`config.mk`:
```
export PLATFORM = sky130hd
export DESIGN_NAME = alu_cmd_sequencer
export DESIGN_NICKNAME = d
export VERILOG_FILES = /design/src/rtl/alu_pkg.sv /design/src/rtl/alu_regfile.sv /design/src/rtl/alu_cmd_sequencer.sv
export SDC_FILE = /design/constraint.sdc
export NUM_CORES = 2
export LEC_CHECK = 0
export ABC_CLOCK_PERIOD_IN_PS = 3750
export BUFFER_PORTS_ARGS = -buffer_cell sky130_fd_sc_hd__buf_2
export CAP_MARGIN = 20
export CORE_MARGIN = 2
export CORE_UTILIZATION = 50
export DETAILED_ROUTE_END_ITERATION = 8
export PLACE_DENSITY = 0.78
export RECOVER_POWER = 25
export SETUP_SLACK_MARGIN = 0.5
export SYNTH_ARGS = -nofsm -noshare
export SYNTH_HDL_FRONTEND = slang
export SYNTH_SLANG_ARGS = --single-unit
```
`constraint.sdc`:
```
create_clock -name clk -period 3.75 [get_ports clk]
set_input_delay 0.75 -clock clk [delete_from_list [all_inputs] [get_ports clk]]
set_output_delay 0.75 -clock clk [all_outputs]
set_load 0.01 [all_outputs]
```
`src/rtl/alu_pkg.sv`:
```
// rtl/alu_pkg.sv - opcode constants and sequencer state encoding
package alu_pkg;

   localparam logic [2:0] ALU_AND = 3'b000;
   localparam logic [2:0] ALU_OR  = 3'b001;
   localparam logic [2:0] ALU_XOR = 3'b010;
   localparam logic [2:0] ALU_NOR = 3'b011;
   localparam logic [2:0] ALU_ADD = 3'b100;
   localparam logic [2:0] ALU_SUB = 3'b101;
   localparam logic [2:0] ALU_SLT = 3'b110;
   localparam logic [2:0] ALU_SLL = 3'b111;

   typedef enum logic [1:0] {
      IDLE = 2'd0,
      EXEC = 2'd1,
      WB   = 2'd2
   } state_e;

endpackage

```
`src/rtl/alu_regfile.sv`:
```
// rtl/alu_regfile.sv - register file, two operand read ports, debug read port, one write port
module alu_regfile #(
   parameter int DATA_W = 32,
   parameter int ADDR_W = 5
) (
   input  logic              clk,
   input  logic              rst_n,
   input  logic              we,
   input  logic [ADDR_W-1:0] waddr,
   input  logic [DATA_W-1:0] wdata,
   input  logic [ADDR_W-1:0] raddr1,
   input  logic [ADDR_W-1:0] raddr2,
   input  logic [ADDR_W-1:0] dbg_addr,
   output logic [DATA_W-1:0] rdata1,
   output logic [DATA_W-1:0] rdata2,
   output logic [DATA_W-1:0] dbg_data
);

   localparam int DEPTH = 2 ** ADDR_W;

   logic [DATA_W-1:0] mem_q [DEPTH];
   logic [DATA_W-1:0] mem_d [DEPTH];

   // Entry 0 is never written, so it reads back as its reset value of zero.
   always_comb begin
      mem_d = mem_q;
      if (we && (waddr != '0)) begin
         mem_d[waddr] = wdata;
      end
   end

   always_ff @(posedge clk or negedge rst_n) begin
      if (!rst_n) begin
         for (int i = 0; i < DEPTH; i++) begin
            mem_q[i] <= '0;
         end
      end else begin
         mem_q <= mem_d;
      end
   end

   assign rdata1   = mem_q[raddr1];
   assign rdata2   = mem_q[raddr2];
   assign dbg_data = mem_q[dbg_addr];

endmodule

```
`src/rtl/alu_cmd_sequencer.sv`:
```
// rtl/alu_cmd_sequencer.sv - registered command front end and write-back for an external 32-bit ALU
module alu_cmd_sequencer
   import alu_pkg::*;
#(
   parameter int DATA_W = 32,
   parameter int ADDR_W = 5
) (
   input  logic              clk,
   input  logic              rst_n,
   input  logic              cmd_valid,
   output logic              cmd_ready,
   input  logic [2:0]        cmd_op,
   input  logic [ADDR_W-1:0] cmd_rs1,
   input  logic [ADDR_W-1:0] cmd_rs2,
   input  logic [ADDR_W-1:0] cmd_rd,
   input  logic              ld_en,
   input  logic [ADDR_W-1:0] ld_addr,
   input  logic [DATA_W-1:0] ld_data,
   input  logic [ADDR_W-1:0] dbg_addr,
   output logic [DATA_W-1:0] dbg_data,
   output logic [DATA_W-1:0] alu_a,
   output logic [DATA_W-1:0] alu_b,
   output logic [2:0]        alu_op,
   input  logic [DATA_W-1:0] alu_f,
   input  logic              alu_of,
   output logic              done,
   output logic [DATA_W-1:0] result,
   output logic              zf_q,
   output logic              of_q
);

   state_e            state_q, state_d;
   logic [2:0]        op_q, op_d;
   logic [ADDR_W-1:0] rd_q, rd_d;
   logic [DATA_W-1:0] alu_a_q, alu_a_d;
   logic [DATA_W-1:0] alu_b_q, alu_b_d;
   logic [DATA_W-1:0] result_q, result_d;
   logic              zf_d, of_d;

   logic              rf_we;
   logic [ADDR_W-1:0] rf_waddr;
   logic [DATA_W-1:0] rf_wdata;
   logic [DATA_W-1:0] rs1_data, rs2_data;

   alu_regfile #(
      .DATA_W (DATA_W),
      .ADDR_W (ADDR_W)
   ) u_regfile (
      .clk      (clk),
      .rst_n    (rst_n),
      .we       (rf_we),
      .waddr    (rf_waddr),
      .wdata    (rf_wdata),
      .raddr1   (cmd_rs1),
      .raddr2   (cmd_rs2),
      .dbg_addr (dbg_addr),
      .rdata1   (rs1_data),
      .rdata2   (rs2_data),
      .dbg_data (dbg_data)
   );

   // Preload and write-back live in disjoint states, so the write port never sees both.
   always_comb begin
      state_d   = state_q;
      op_d      = op_q;
      rd_d      = rd_q;
      alu_a_d   = alu_a_q;
      alu_b_d   = alu_b_q;
      result_d  = result_q;
      zf_d      = zf_q;
      of_d      = of_q;
      cmd_ready = 1'b0;
      done      = 1'b0;
      rf_we     = 1'b0;
      rf_waddr  = rd_q;
      rf_wdata  = result_q;
      case (state_q)
         IDLE: begin
            cmd_ready = 1'b1;
            if (ld_en) begin
               rf_we    = 1'b1;
               rf_waddr = ld_addr;
               rf_wdata = ld_data;
            end
            if (cmd_valid) begin
               op_d    = cmd_op;
               rd_d    = cmd_rd;
               alu_a_d = rs1_data;
               alu_b_d = rs2_data;
               state_d = EXEC;
            end
         end
         EXEC: begin
            result_d = alu_f;
            zf_d     = (alu_f == '0);
            // OF is only meaningful for arithmetic; otherwise it may be X.
            of_d     = ((op_q == ALU_ADD) || (op_q == ALU_SUB)) ? alu_of : 1'b0;
            state_d  = WB;
         end
         WB: begin
            done    = 1'b1;
            rf_we   = (rd_q != '0);
            state_d = IDLE;
         end
         default: state_d = IDLE;
      endcase
   end

   always_ff @(posedge clk or negedge rst_n) begin
      if (!rst_n) begin
         state_q  <= IDLE;
         op_q     <= '0;
         rd_q     <= '0;
         alu_a_q  <= '0;
         alu_b_q  <= '0;
         result_q <= '0;
         zf_q     <= 1'b0;
         of_q     <= 1'b0;
      end else begin
         state_q  <= state_d;
         op_q     <= op_d;
         rd_q     <= rd_d;
         alu_a_q  <= alu_a_d;
         alu_b_q  <= alu_b_d;
         result_q <= result_d;
         zf_q     <= zf_d;
         of_q     <= of_d;
      end
   end

   assign alu_a  = alu_a_q;
   assign alu_b  = alu_b_q;
   assign alu_op = op_q;
   assign result = result_q;

endmodule

```
==> results.md <==
* CP most frequent cell: mux4_2
* CP endpoint kind: output pin
* Net Count, Synth at 5,253
* Worst-path fanout max at 7
* Clock Skews at 34.58 ps
* Core box area at 133,600 sq um
* Busiest grt layer: met2
* PwrDens at 674.7 nW/um^2
* XOR/XNOR Fraction of Synth Area at 0%
* Worst Tran Pin Value at 2371 ps
* Pre-CTS WS at 89.96 ps
* Row cnt at 134
* Port Buffers at 231
* Critical path's largest stage delay at 520 ps
* Largest net degree at the start of global routing at 103
* Share of layout cells above drive strength 1 at 39.63%
* Area leader, netlist: dfrtp_1
* Initial Utilization at 50.42%
* Final net count at 5,348
* Clock Pin Slew Worst Setup and Hold Paths at 60 ps
* Largest family of logic cells by synthesized area: multiplexers
* CP Launch Type: input pin
* Req. time, crit path at 3000 ps
* Hold Crit Class: in2reg
* RSZ-0062 raised after global routing: true
* Distinct cells, synth at 44
* Synth Cell Area at 67,370 sq um
* Cts bufs inserted at 118
* Post-DR wirelength/cell at 33.18 um
* Gr usage total at 33.63%
* Clock insertion delay at the later pin of the skew report at 740 ps
* Total power at 51.99 mW
* Syn avg cell area at 13.07 sq um
* Peak supply drop at 484.7 uV
* Met2 usage at 49.12%
* Setup TNS at 0 ps
* Compound-Gate Fraction of Synth Area at 8.620%
* Fmax at 0.2822 GHz
* Final Slew Violations at 37
* Clk buf depth at 3
* Total Wirelength at 236,300 um
* Worst slew margin at -58.06%
* Worst R2R Setup Slack at 690 ps
* TritonCTS Sinks at 1,132
* Chip height at 371.1 um
* Footprint of the multi-input gates at 36,770 sq um
* Simple-Gate Fraction of Synth Area at 1.781%
* First-pass GRT wire length at 344,700 um
* Final Setup Violations at 0
* Pleak at 35.63 nW
* Synth Area in Adders at 0%
* Post-synthesis register bit count at 1,132
* Final Hold Fails at 0
* Vias per cell at 7.203
* Register Area at 28,330 sq um
* Starting DRT DRC Count at 7,117
* Via count at 51,300
* Largest cells by area after synthesis: dfrtp_1, mux2_2, mux2i_1
* Met1 Use GR at 43.52%
* I/O pin count at 232
* Routed Antenna Nets at 0
* Worst Path Arrival at 2790 ps
* Max_cap viols at 1
* Slowest CP cell: mux4_2
* GR Overflow Total at 0
* Min Tclk post-route at 3543 ps
* Sequential fraction of the synthesis area at 42.05%
* Synthesis Warnings at 0
* Yosys top cell area share at 42.05%
* Chip width at 371.1 um
* Setup ws final at 206.7 ps
* TritonRoute pass-1 iters at 7
* FILL cells at 10,260
* DP Wirelength at 138,700 um
* Period utilisation layout at 94.49%
* Met3 Usage GRT at 9.684%
* Gp weighted congestion at 0.9008
* Clk root buf: clkbuf_16
* Cells after synthesis at 5,156
* Layout area overhead at 14.39%
* Failing checks: capacitance limit, slew limit
* CTS tree: yes
* Die ar. at 137,700 sq um
* Residual DRC at 0
* Post-layout util at 57.67%
* CP Cell Sequence: buf_16, buf_12, buf_4, mux4_2, mux4_2, mux2_2, buf_2
* Status: complete, but fails checks
* Post-synthesis mux area share at 43.69%
* Initial antenna violation count at 11
* H-Tree Depth at 3
* WS Path Type: in2out
* Number of global-route vias before repair at 51,700
## cell type report
type,instances,area share [%]
diodes,4,0.01299
flip-flops and latches,1132,36.76
clock buffers,170,4.475
repair buffers,551,7.402
clock inverters,49,0.7404
well taps,1768,2.871
multi-input cells,3444,47.72
inverters,4,0.01948
## cells by family after synthesis
kind of cell	count (synthesis)
compound gates	773
buf+inv	580
flops	1132
mux	2406
simple gates	265
## sequential cells by signal, summed over array words and instances, names as in the netlist
register / flops
rd_q: 5
alu_a: 32
of_q: 1
state_q: 2
u_regfile.mem_q: 1024
alu_b: 32
alu_op: 3
zf_q: 1
result: 32
## cells in the final DEF, fill, tap and decap left out, drive strengths merged, types with 8 or more instances in the layout
cell type and instances:
nand2 199, a221oi 128, mux2 1058, mux2i 1028
mux4 320, o22ai 64, dfrtp 1132, buf 521
a22oi 256, a21oi 129, bufinv 11, nor4 8
nor2b 9, clkinv 32, clkbuf 198, nor2 22
o41ai 64, a22o 128, nand2b 8
## power by group
part / total [mW] / leakage (nW) / internal, mW / switching, mW
clock: 12.3 / 1.99 / 7.12 / 5.16
sequential: 22.4 / 14.9 / 17.0 / 5.40
combinational: 17.3 / 18.8 / 9.62 / 7.65
## metrics by stage
| step | instances | cell area (sq um) | hold slack [ps] |
|---|---|---|---|
| 6_report | 7122 | 77060 | 221.4 |
| 2_1_floorplan | 5156 | 67550 | 454.4 |
| 3_5_place_dp | 6855 | 72150 | 409.8 |
| 3_3_place_gp | 6855 | 72150 | 403.2 |
| 5_1_grt | 7119 | 77050 | 237.3 |
| 4_1_cts | 7099 | 76810 | 190.0 |
## path summary, 6_finish.rpt
kind / from / to / cells past startpoint
worst min register to register: u_regfile.mem_q[996] / u_regfile.mem_q[996] / 0
worst max register to register: state_q[0] / u_regfile.mem_q[786] / 8
worst min-delay path: cmd_op[1] / alu_op[1] / 3
worst max-delay path: dbg_addr[0] / dbg_data[14] / 7
max in group asynchronous: rst_n / u_regfile.mem_q[265] / 3
min in group asynchronous: rst_n / alu_a[22] / 2
## cell usage after synthesis (all sizes together)
cell type / instances
mux2i: 1028
inv: 3
or3: 1
a221oi: 128
o31ai: 2
or2: 3
clkbuf: 281
nand3: 5
dfrtp: 1132
or4: 1
nand2: 199
nor2: 22
nand2b: 8
a22oi: 256
a32oi: 1
mux2: 1058
nor2b: 9
nor4: 8
nand4: 2
nand3b: 1
clkinv: 1
mux4: 320
o22ai: 64
buf: 295
o21ai: 1
a22o: 128
o41ai: 64
and2: 2
nor3: 3
nor3b: 1
a21oi: 129
## metal layers
metal / up-vias / routed length, um
li1: 20190 / -
met1: 26220 / 87930
met2: 3846 / 102700
met3: 1031 / 28090
met4: 14 / 17490
met5: - / 90
## what timing repair did
item                                   4_1_cts  5_1_grt
buffers inserted                            17        8
endpoints found under the hold margin       35        0
setup endpoints to repair                   32      156
gates resized for setup                     57       19
gates cloned                                 7       11
pin swaps                                    0        1
hold buffers                                 1        0
## critical path: cells and delay by family
family	cells	cell delay (ps)
muxes	3	1370
buffers and inverters	4	650
Note: power is estimated with default switching activity, not from simulation.
